===== config.mk =====
export PLATFORM = sky130hd
export DESIGN_NAME = branch_target_predictor
export DESIGN_NICKNAME = d
export VERILOG_FILES = /design/src/rtl/branch_target_predictor.sv
export SDC_FILE = /design/constraint.sdc
export NUM_CORES = 2
export LEC_CHECK = 0
export CORE_MARGIN = 2
export CORE_UTILIZATION = 45
export CTS_CLUSTER_SIZE = 12
export DETAILED_ROUTE_END_ITERATION = 10
export PLACE_DENSITY = 0.67
export SLEW_MARGIN = 20
export SYNTH_ARGS = -nofsm -noshare
export SYNTH_HDL_FRONTEND = slang
export SYNTH_SLANG_ARGS = --single-unit

===== constraint.sdc =====
create_clock -name clock -period 8.9 [get_ports clock]
set_input_delay 1.78 -clock clock [delete_from_list [all_inputs] [get_ports clock]]
set_output_delay 1.78 -clock clock [all_outputs]
set_load 0.02 [all_outputs]

===== src/rtl/branch_target_predictor.sv =====
// Branch history/target table. The fetch-stage lookup is combinational.
// Execute-stage outcomes update the tagged saturating-counter entries, and perf counters track activity.
module branch_target_predictor #(
    parameter int PC_WIDTH  = 32,
    parameter int ENTRIES   = 64,
    parameter int CTR_BITS  = 2,
    parameter int CNT_WIDTH = 16
) (
    input  logic                 clock,
    input  logic                 reset,
    input  logic                 lookup_valid,
    input  logic [PC_WIDTH-1:0]  lookup_pc,
    output logic                 prediction_bit,
    output logic [PC_WIDTH-1:0]  BHT_pc,
    output logic                 lookup_hit,
    input  logic                 upd_valid,
    input  logic [PC_WIDTH-1:0]  upd_pc,
    input  logic                 upd_taken,
    input  logic [PC_WIDTH-1:0]  upd_target,
    input  logic                 upd_mispredict,
    input  logic                 flush_all,
    output logic [CNT_WIDTH-1:0] lookup_count,
    output logic [CNT_WIDTH-1:0] mispredict_count
);

    localparam int IDX   = $clog2(ENTRIES);
    localparam int TAG_W = PC_WIDTH - IDX - 2;

    localparam logic [CTR_BITS-1:0]  CTR_MAX  = '1;
    localparam logic [CTR_BITS-1:0]  CTR_WEAK = CTR_BITS'(1) << (CTR_BITS - 1);
    localparam logic [CNT_WIDTH-1:0] CNT_MAX  = '1;

    logic                valid_q  [ENTRIES];
    logic [CTR_BITS-1:0] ctr_q    [ENTRIES];
    logic [TAG_W-1:0]    tag_q    [ENTRIES];
    logic [PC_WIDTH-1:0] target_q [ENTRIES];

    logic [IDX-1:0]      lk_idx;
    logic [TAG_W-1:0]    lk_tag;
    logic [IDX-1:0]      upd_idx;
    logic [TAG_W-1:0]    upd_tag;
    logic                upd_hit;
    logic                upd_write;
    logic                upd_alloc;
    logic [CTR_BITS-1:0] ctr_next;

    // Instruction alignment bits carry no branch identity.
    logic unused_pc_bits;
    assign unused_pc_bits = ^{lookup_pc[1:0], upd_pc[1:0]};

    assign lk_idx  = lookup_pc[IDX+1:2];
    assign lk_tag  = lookup_pc[PC_WIDTH-1:IDX+2];
    assign upd_idx = upd_pc[IDX+1:2];
    assign upd_tag = upd_pc[PC_WIDTH-1:IDX+2];

    // Lookup reads the table state held before this cycle's update; there is no bypass.
    assign lookup_hit     = valid_q[lk_idx] && (tag_q[lk_idx] == lk_tag);
    assign prediction_bit = lookup_valid && lookup_hit && ctr_q[lk_idx][CTR_BITS-1];
    assign BHT_pc         = prediction_bit ? target_q[lk_idx] : '0;

    assign upd_hit   = valid_q[upd_idx] && (tag_q[upd_idx] == upd_tag);
    assign upd_write = upd_valid && !flush_all && (upd_hit || upd_taken);
    assign upd_alloc = upd_valid && !flush_all && upd_taken;

    always_comb begin
        // NOTE: every always_comb output gets a default first so no path can infer a latch.
        ctr_next = ctr_q[upd_idx];
        if (upd_hit) begin
            if (upd_taken) begin
                if (ctr_q[upd_idx] != CTR_MAX) ctr_next = ctr_q[upd_idx] + CTR_BITS'(1);
            end else begin
                if (ctr_q[upd_idx] != '0) ctr_next = ctr_q[upd_idx] - CTR_BITS'(1);
            end
        end else if (upd_taken) begin
            ctr_next = CTR_WEAK;
        end
    end

    // NOTE: sequential state uses non-blocking assignments so every register samples pre-edge values.
    always_ff @(posedge clock or negedge reset) begin
        if (!reset) begin
            for (int i = 0; i < ENTRIES; i++) begin
                valid_q[i] <= 1'b0;
                ctr_q[i]   <= '0;
            end
        end else if (flush_all) begin
            for (int i = 0; i < ENTRIES; i++) valid_q[i] <= 1'b0;
        end else if (upd_write) begin
            valid_q[upd_idx] <= 1'b1;
            ctr_q[upd_idx]   <= ctr_next;
        end
    end

    // NOTE: tag and target storage is deliberately not reset; an entry is meaningless until its valid bit is set.
    always_ff @(posedge clock) begin
        if (upd_alloc) begin
            tag_q[upd_idx]    <= upd_tag;
            target_q[upd_idx] <= upd_target;
        end
    end

    always_ff @(posedge clock or negedge reset) begin
        if (!reset) begin
            lookup_count     <= '0;
            mispredict_count <= '0;
        end else begin
            if (lookup_valid && lookup_count != CNT_MAX)
                lookup_count <= lookup_count + CNT_WIDTH'(1);
            if (upd_valid && upd_mispredict && mispredict_count != CNT_MAX)
                mispredict_count <= mispredict_count + CNT_WIDTH'(1);
        end
    end

endmodule


# Yosys cells after proc, flatten, opt, wreduce, memory -nomap -nowiden
# Memories as Yosys holds them, arrays and structs flattened.
# Index checks and enable logic that the tools add are counted.
[totals] reg_bits=224 latch_bits=0 mem_bits_rw=3584 mem_bits_ro=0 input_bits=103 word_cells=191 n_memories=2
[memory_table] memory="target_q" words=64 word_bits=32 rd=1 rd_clocked_by_memory_dff=0 wr=1 line_no="36" source="logic [PC_WIDTH-1:0] target_q [ENTRIES];"
[memory_table] memory="tag_q" words=64 word_bits=24 rd=2 rd_clocked_by_memory_dff=0 wr=1 line_no="35" source="logic [TAG_W-1:0] tag_q [ENTRIES];"
[op_classes] add_sub_neg=4 mul=0 div_mod_pow=0 order_cmp=3 n_eq_ne=5 shifts=0 muxes=27 bitwise=4 reduce_logical=16
[op_table] operator="bitwise mux 128 bit" count=1
[op_table] operator="2-to-1 mux 64 bit" count=2
[op_table] operator="OR 64 bit" count=1
[op_table] operator="== test 24 bit" count=2
[op_table] operator="adder 16 x 1 -> 16 bit (second input constant)" count=2
[op_table] operator="2-to-1 mux 32 bit" count=1
[op_table] operator="!= test 16 bit (second input constant)" count=2
[op_table] operator="binary-select mux 2 bit (select 6 bit)" count=2
[op_table] operator="2-to-1 mux 2 bit" count=10
[op_table] operator="greater-or-equal comparator 7 bit (second input constant)" count=2
[op_table] operator="inverter 6 -> 7 bit" count=2
[op_table] operator="binary-select mux 1 bit (select 6 bit)" count=2
[op_table] operator="demux 2 bit (select 6 bit)" count=1
[op_table] operator="logical AND 1 bit" count=11
[op_table] operator="< comparator 7 x 1 -> 1 bit (second input constant)" count=1
[op_table] operator="2-to-1 mux 1 bit" count=7
[op_table] operator="demux 1 bit (select 6 bit)" count=1
[op_table] operator="nonzero test 2 bit" count=2
[op_table] operator="adder 2 x 1 -> 2 bit (second input constant)" count=1
[op_table] operator="!= test 2 bit (second input constant)" count=1
[op_table] operator="AND reduction 2 bit" count=1
[op_table] operator="subtractor 2 x 1 -> 2 bit (second input constant)" count=1
[op_table] operator="zero test 1 bit" count=1
[op_table] operator="logical OR 1 bit" count=1
[op_table] operator="inverter 1 bit" count=1

# Longest topological paths before layout
[logic_depth] depth_word=9 mapped_depth=19

# Least setup slack after synthesis
# Ideal clock, no wire load.
[synth_path] path_kind="input -> output" startpoint="input port lookup_pc[2]" endpoint="output port BHT_pc[17]" arrival_ps=5427 slack_ps=1693 stages=11 n_path_buf=7 path_cell_list="buf_2 -> buf_6 -> buf_2 -> buf_2 -> buf_2 -> buf_2 -> buf_1 -> mux4_2 -> mux4_2 -> mux4_2 -> nor2b_1"
[synth_via] elab_chain_len=8 word_cells_on_any_way=14
[synth_rtl] item="start, declared" line_no="12" source="input logic [PC_WIDTH-1:0] lookup_pc,"
[synth_rtl] item="branches (longest 7 deep; another with memory read (64 x 24 bit))"
[synth_rtl] item="2-to-1 mux 32 bit *" line_no="59" source="assign BHT_pc = prediction_bit ? target_q[lk_idx] : '0;"
[synth_rtl] item="end, declared" line_no="14" source="output logic [PC_WIDTH-1:0] BHT_pc,"
# Every way passes the cells marked *. The select of a mux whose other input is x is not followed.

# Worst setup path after layout
# Ends and elaborated chain as after synthesis.

==> results.rst <==
.. list-table::
   :header-rows: 1

   * - Metric
     - Value
   * - Remaining max-slew budget at the tightest pin
     - 12.4%
   * - First-pass GRT wire length
     - ~710,000 um
   * - Number of global-route vias before repair
     - 87.9k
   * - Cell with the most instances after synthesis
     - edfxtp_1
   * - Length of routed wiring on met1
     - 186,000 um
   * - Length of the first detailed-routing pass in iterations
     - 8
   * - IO Pins
     - 169
   * - Worst setup path class
     - input pin to primary output
   * - Classification of the worst-slack hold path
     - flip-flop to flip-flop
   * - Hpwl dp
     - 277,000 um
   * - Count of yosys warnings during synthesis
     - 0
   * - FF+latch count, synth
     - 3,808
   * - Most area-consuming cells after synthesis
     - edfxtp_1 (67%), mux4_2 (19%), dfrtp_1 (3.5%)
   * - Commonest register cell after synthesis
     - edfxtp_1
   * - Layout Skew
     - 0.0606 ns
   * - Crit path launch type
     - input pin
   * - Vias
     - between 80k and 90k
   * - Row count
     - 219
   * - CORE AREA
     - 0.356 mm^2
   * - Req. time, crit path
     - 7.12 ns
   * - Final max-slew violation count
     - 0
   * - Final non-filler cell area
     - 0.182 mm^2
   * - Area growth from synthesis to final layout
     - 13.1%
   * - Maximum number of pins on one net before global-route repair
     - approximately 140
   * - Number of H-tree branching levels
     - 5
   * - Final hold violation count
     - 0
   * - Highest signal layer in the routed design
     - met5
   * - Post-Synthesis Net Count
     - a little under 8k
   * - Detailed router's first-iteration violation count
     - 15.0k
   * - Layout Cells excl Fill
     - around 13k
   * - Total leakage power
     - between 50 and 60 nW
   * - Overall die height
     - 602 um
   * - Detailed-route wire length per cell
     - 39.5 um
   * - Synthesized cell area
     - around 0.16 mm^2
   * - Cells after synthesis
     - 7,581
   * - Root Driver
     - clkbuf_16
   * - Dpl cells
     - 12.3k
   * - Die area
     - 0.362 mm^2
   * - Util after Layout
     - 51.1%
   * - Die boundary width
     - 602 um
   * - Setup repair after global routing missed its margin
     - false
   * - Layout net count
     - 8,085
   * - Antenna violations before repair
     - 33
   * - Share of the synthesized area in the top cell type
     - 66.9%
   * - Placer's final routability congestion estimate
     - 0.881
   * - Share of layout cells above drive strength 1
     - between 30% and 40%
   * - Number of flops mapped to enable cells by yosys
     - 3,584
   * - Fillers
     - 27.5k
   * - Power Dens Cells
     - 207 mW/mm^2
   * - Detailed-routed wire length on met2
     - roughly 230,000 um
   * - Remaining global-route overflow
     - 0
   * - Buffers added on ports
     - roughly 160
   * - Leading post-synthesis cells by instance count
     - edfxtp_1 (3,584), mux4_2 (1,364), mux2i_1 (371)
   * - Mean cell area of the mapped netlist
     - between 20 and 25 um^2
   * - Share of async-settable or async-resettable flops after synthesis
     - 5.88%
   * - Clk pin slew, worst setup/hold paths
     - about 0.06 ns
   * - Area after detailed placement
     - roughly 0.17 mm^2
   * - Clock latency reported for the late side of the worst-skew pair
     - 0.99 ns
   * - Total routing resource utilization after global routing
     - 27.9%
   * - Worst supply voltage drop on vdd
     - between 150 and 200 uV
   * - Clock tree from TritonCTS
     - built
   * - Sum Neg Setup Slack
     - 0 ns
   * - Average via count per standard cell
     - 6.89
   * - Transition time at the pin with the least slew margin
     - 1.31 ns
   * - Number of buffers inserted during clock tree synthesis
     - around 400
   * - Part of the cycle the worst path needs
     - 97.6%
   * - Worst setup timing slack at the placement stage
     - 0.0566 ns
   * - Number of routed nets with antenna violations
     - 0
   * - Starting utilization of the core area
     - 45.2%
   * - Hold_ws
     - 0.490 ns
   * - Multi-input gate area
     - approximately 0.045 mm^2
   * - Post-route worst setup slack
     - 0.211 ns
   * - Total Routed Length
     - between 500,000 and 600,000 um
   * - Area of all sequential standard cells
     - 0.113 mm^2
   * - Synth cell types
     - 77
   * - Largest buffer count on any clock path
     - 4
   * - Reported max-cap violation count
     - 0
   * - Synth area leader
     - edfxtp_1
   * - Result of the run
     - finished clean
   * - Largest fanout on the critical path
     - 34
   * - Achievable Freq
     - 115 MHz
   * - Finish-stage setup viols
     - 0
   * - Power after layout
     - 37.7 mW
   * - Arrival time reported for the critical path endpoint
     - between 6 and 7 ns
   * - Minimum clock period after layout
     - ~8.7 ns
   * - Metal3 WL
     - between 60,000 and 70,000 um
   * - Post-route DRC violation count
     - 0
   * - Part of the Yosys area used for sequential elements
     - 70.4%
   * - Kind of end point of the critical path
     - primary output
   * - Number of clock sinks
     - around 3.8k
-- per-layer routing --
metal / global-route usage, % / up-vias
li1: - / 33400
met1: 38.2 / 48000
met2: 42.1 / 6875
met3: 6.34 / 1423
met4: 14.5 / 18
met5: 0.476 / -
-- final cells by class --
| cell class | instances | share of cell area (%) |
|---|---|---|
| Antenna cell | 23 | 0.0316 |
| Multi-Input combinational cell | 3157 | 25.0 |
| Clock buffer | 516 | 5.75 |
| Tap cell | 4751 | 3.27 |
| Inverter | 72 | 0.148 |
| Clock inverter | 150 | 0.705 |
| Timing Repair Buffer | 546 | 2.92 |
| Sequential cell | 3808 | 62.2 |
-- sequential cells by signal, indices dropped and copies added, names as in the netlist --
name / cells
mispredict_count: 16
lookup_count: 16
ctr_q: 128
tag_q: 1536
valid_q: 64
target_q: 2048
-- power breakdown --
part	internal, mW	total [mW]	switching [mW]	leakage, nW
combinational	1.03	2.51	1.48	17.3
sequential	19.7	19.7	0.0630	35.3
clock	8.51	15.4	6.91	5.69
total	29.2	37.7	8.45	58.3
-- cells in the final DEF (no fill, tap or decap), drive strengths merged, types with 22 or more instances in the layout --
master         count
a21oi            119
a221o             22
a221oi            92
a22oi            207
buf              457
clkbuf           518
clkdlybuf4s50     87
clkinv           130
dfrtp            224
diode             23
edfxtp          3584
inv               82
mux2             172
mux2i            371
mux4            1364
nand2             82
nand3             97
nand4            103
nor2             135
nor2b             42
o21ai             34
o22ai             50
xnor2             48
xor2              29
-- worst max-delay path, stage by stage --
cell	delay, ns
buf_16	0.24
buf_12	0.32
mux4_2	0.56
mux4_2	0.53
mux4_2	0.50
xnor2_2	0.29
nand3_1	0.31
nor3_1	0.28
buf_4	0.19
nand4_1	0.13
or3b_4	0.63
buf_12	0.26
nor2b_1	0.15
clkdlybuf4s50_1	0.62
-- path summary, 6_finish.rpt --
| kind | end | start | cells past startpoint | slack, ns |
|---|---|---|---|---|
| max | BHT_pc[17] | lookup_pc[2] | 14 | 0.21 |
| min | ctr_q[126]$_DFFE_PN0P_ | ctr_q[126]$_DFFE_PN0P_ | 1 | 0.49 |
| max reg2reg | ctr_q[20]$_DFFE_PN0P_ | tag_q[24][6]$_DFFE_PP_ | 12 | 3.97 |
| min reg2reg | ctr_q[126]$_DFFE_PN0P_ | ctr_q[126]$_DFFE_PN0P_ | 1 | 0.49 |
| max in group asynchronous | ctr_q[62]$_DFFE_PN0P_ | reset | 2 | 6.99 |
| min in group asynchronous | ctr_q[121]$_DFFE_PN0P_ | reset | 1 | 0.76 |
-- kinds of logic after synthesis --
family / share of synthesized area, %
DFF: 70.4
and+or+nand+nor: 1.96
AOI/OAI and AO/OA: 2.83
adders and majority gates: 0.0288
xor gates and xnor gates: 0.419
buffers and inverters: 1.77
muxes: 22.6
-- timing repair --
| item | 4_1_cts | 5_1_grt |
|---|---|---|
| hold buffers | 0 | 0 |
| setup endpoints to repair | 0 | 13 |
| setup buffers | 0 | 0 |
| gates resized for setup | 0 | 6 |
Note: power is estimated with default switching activity, not from simulation.
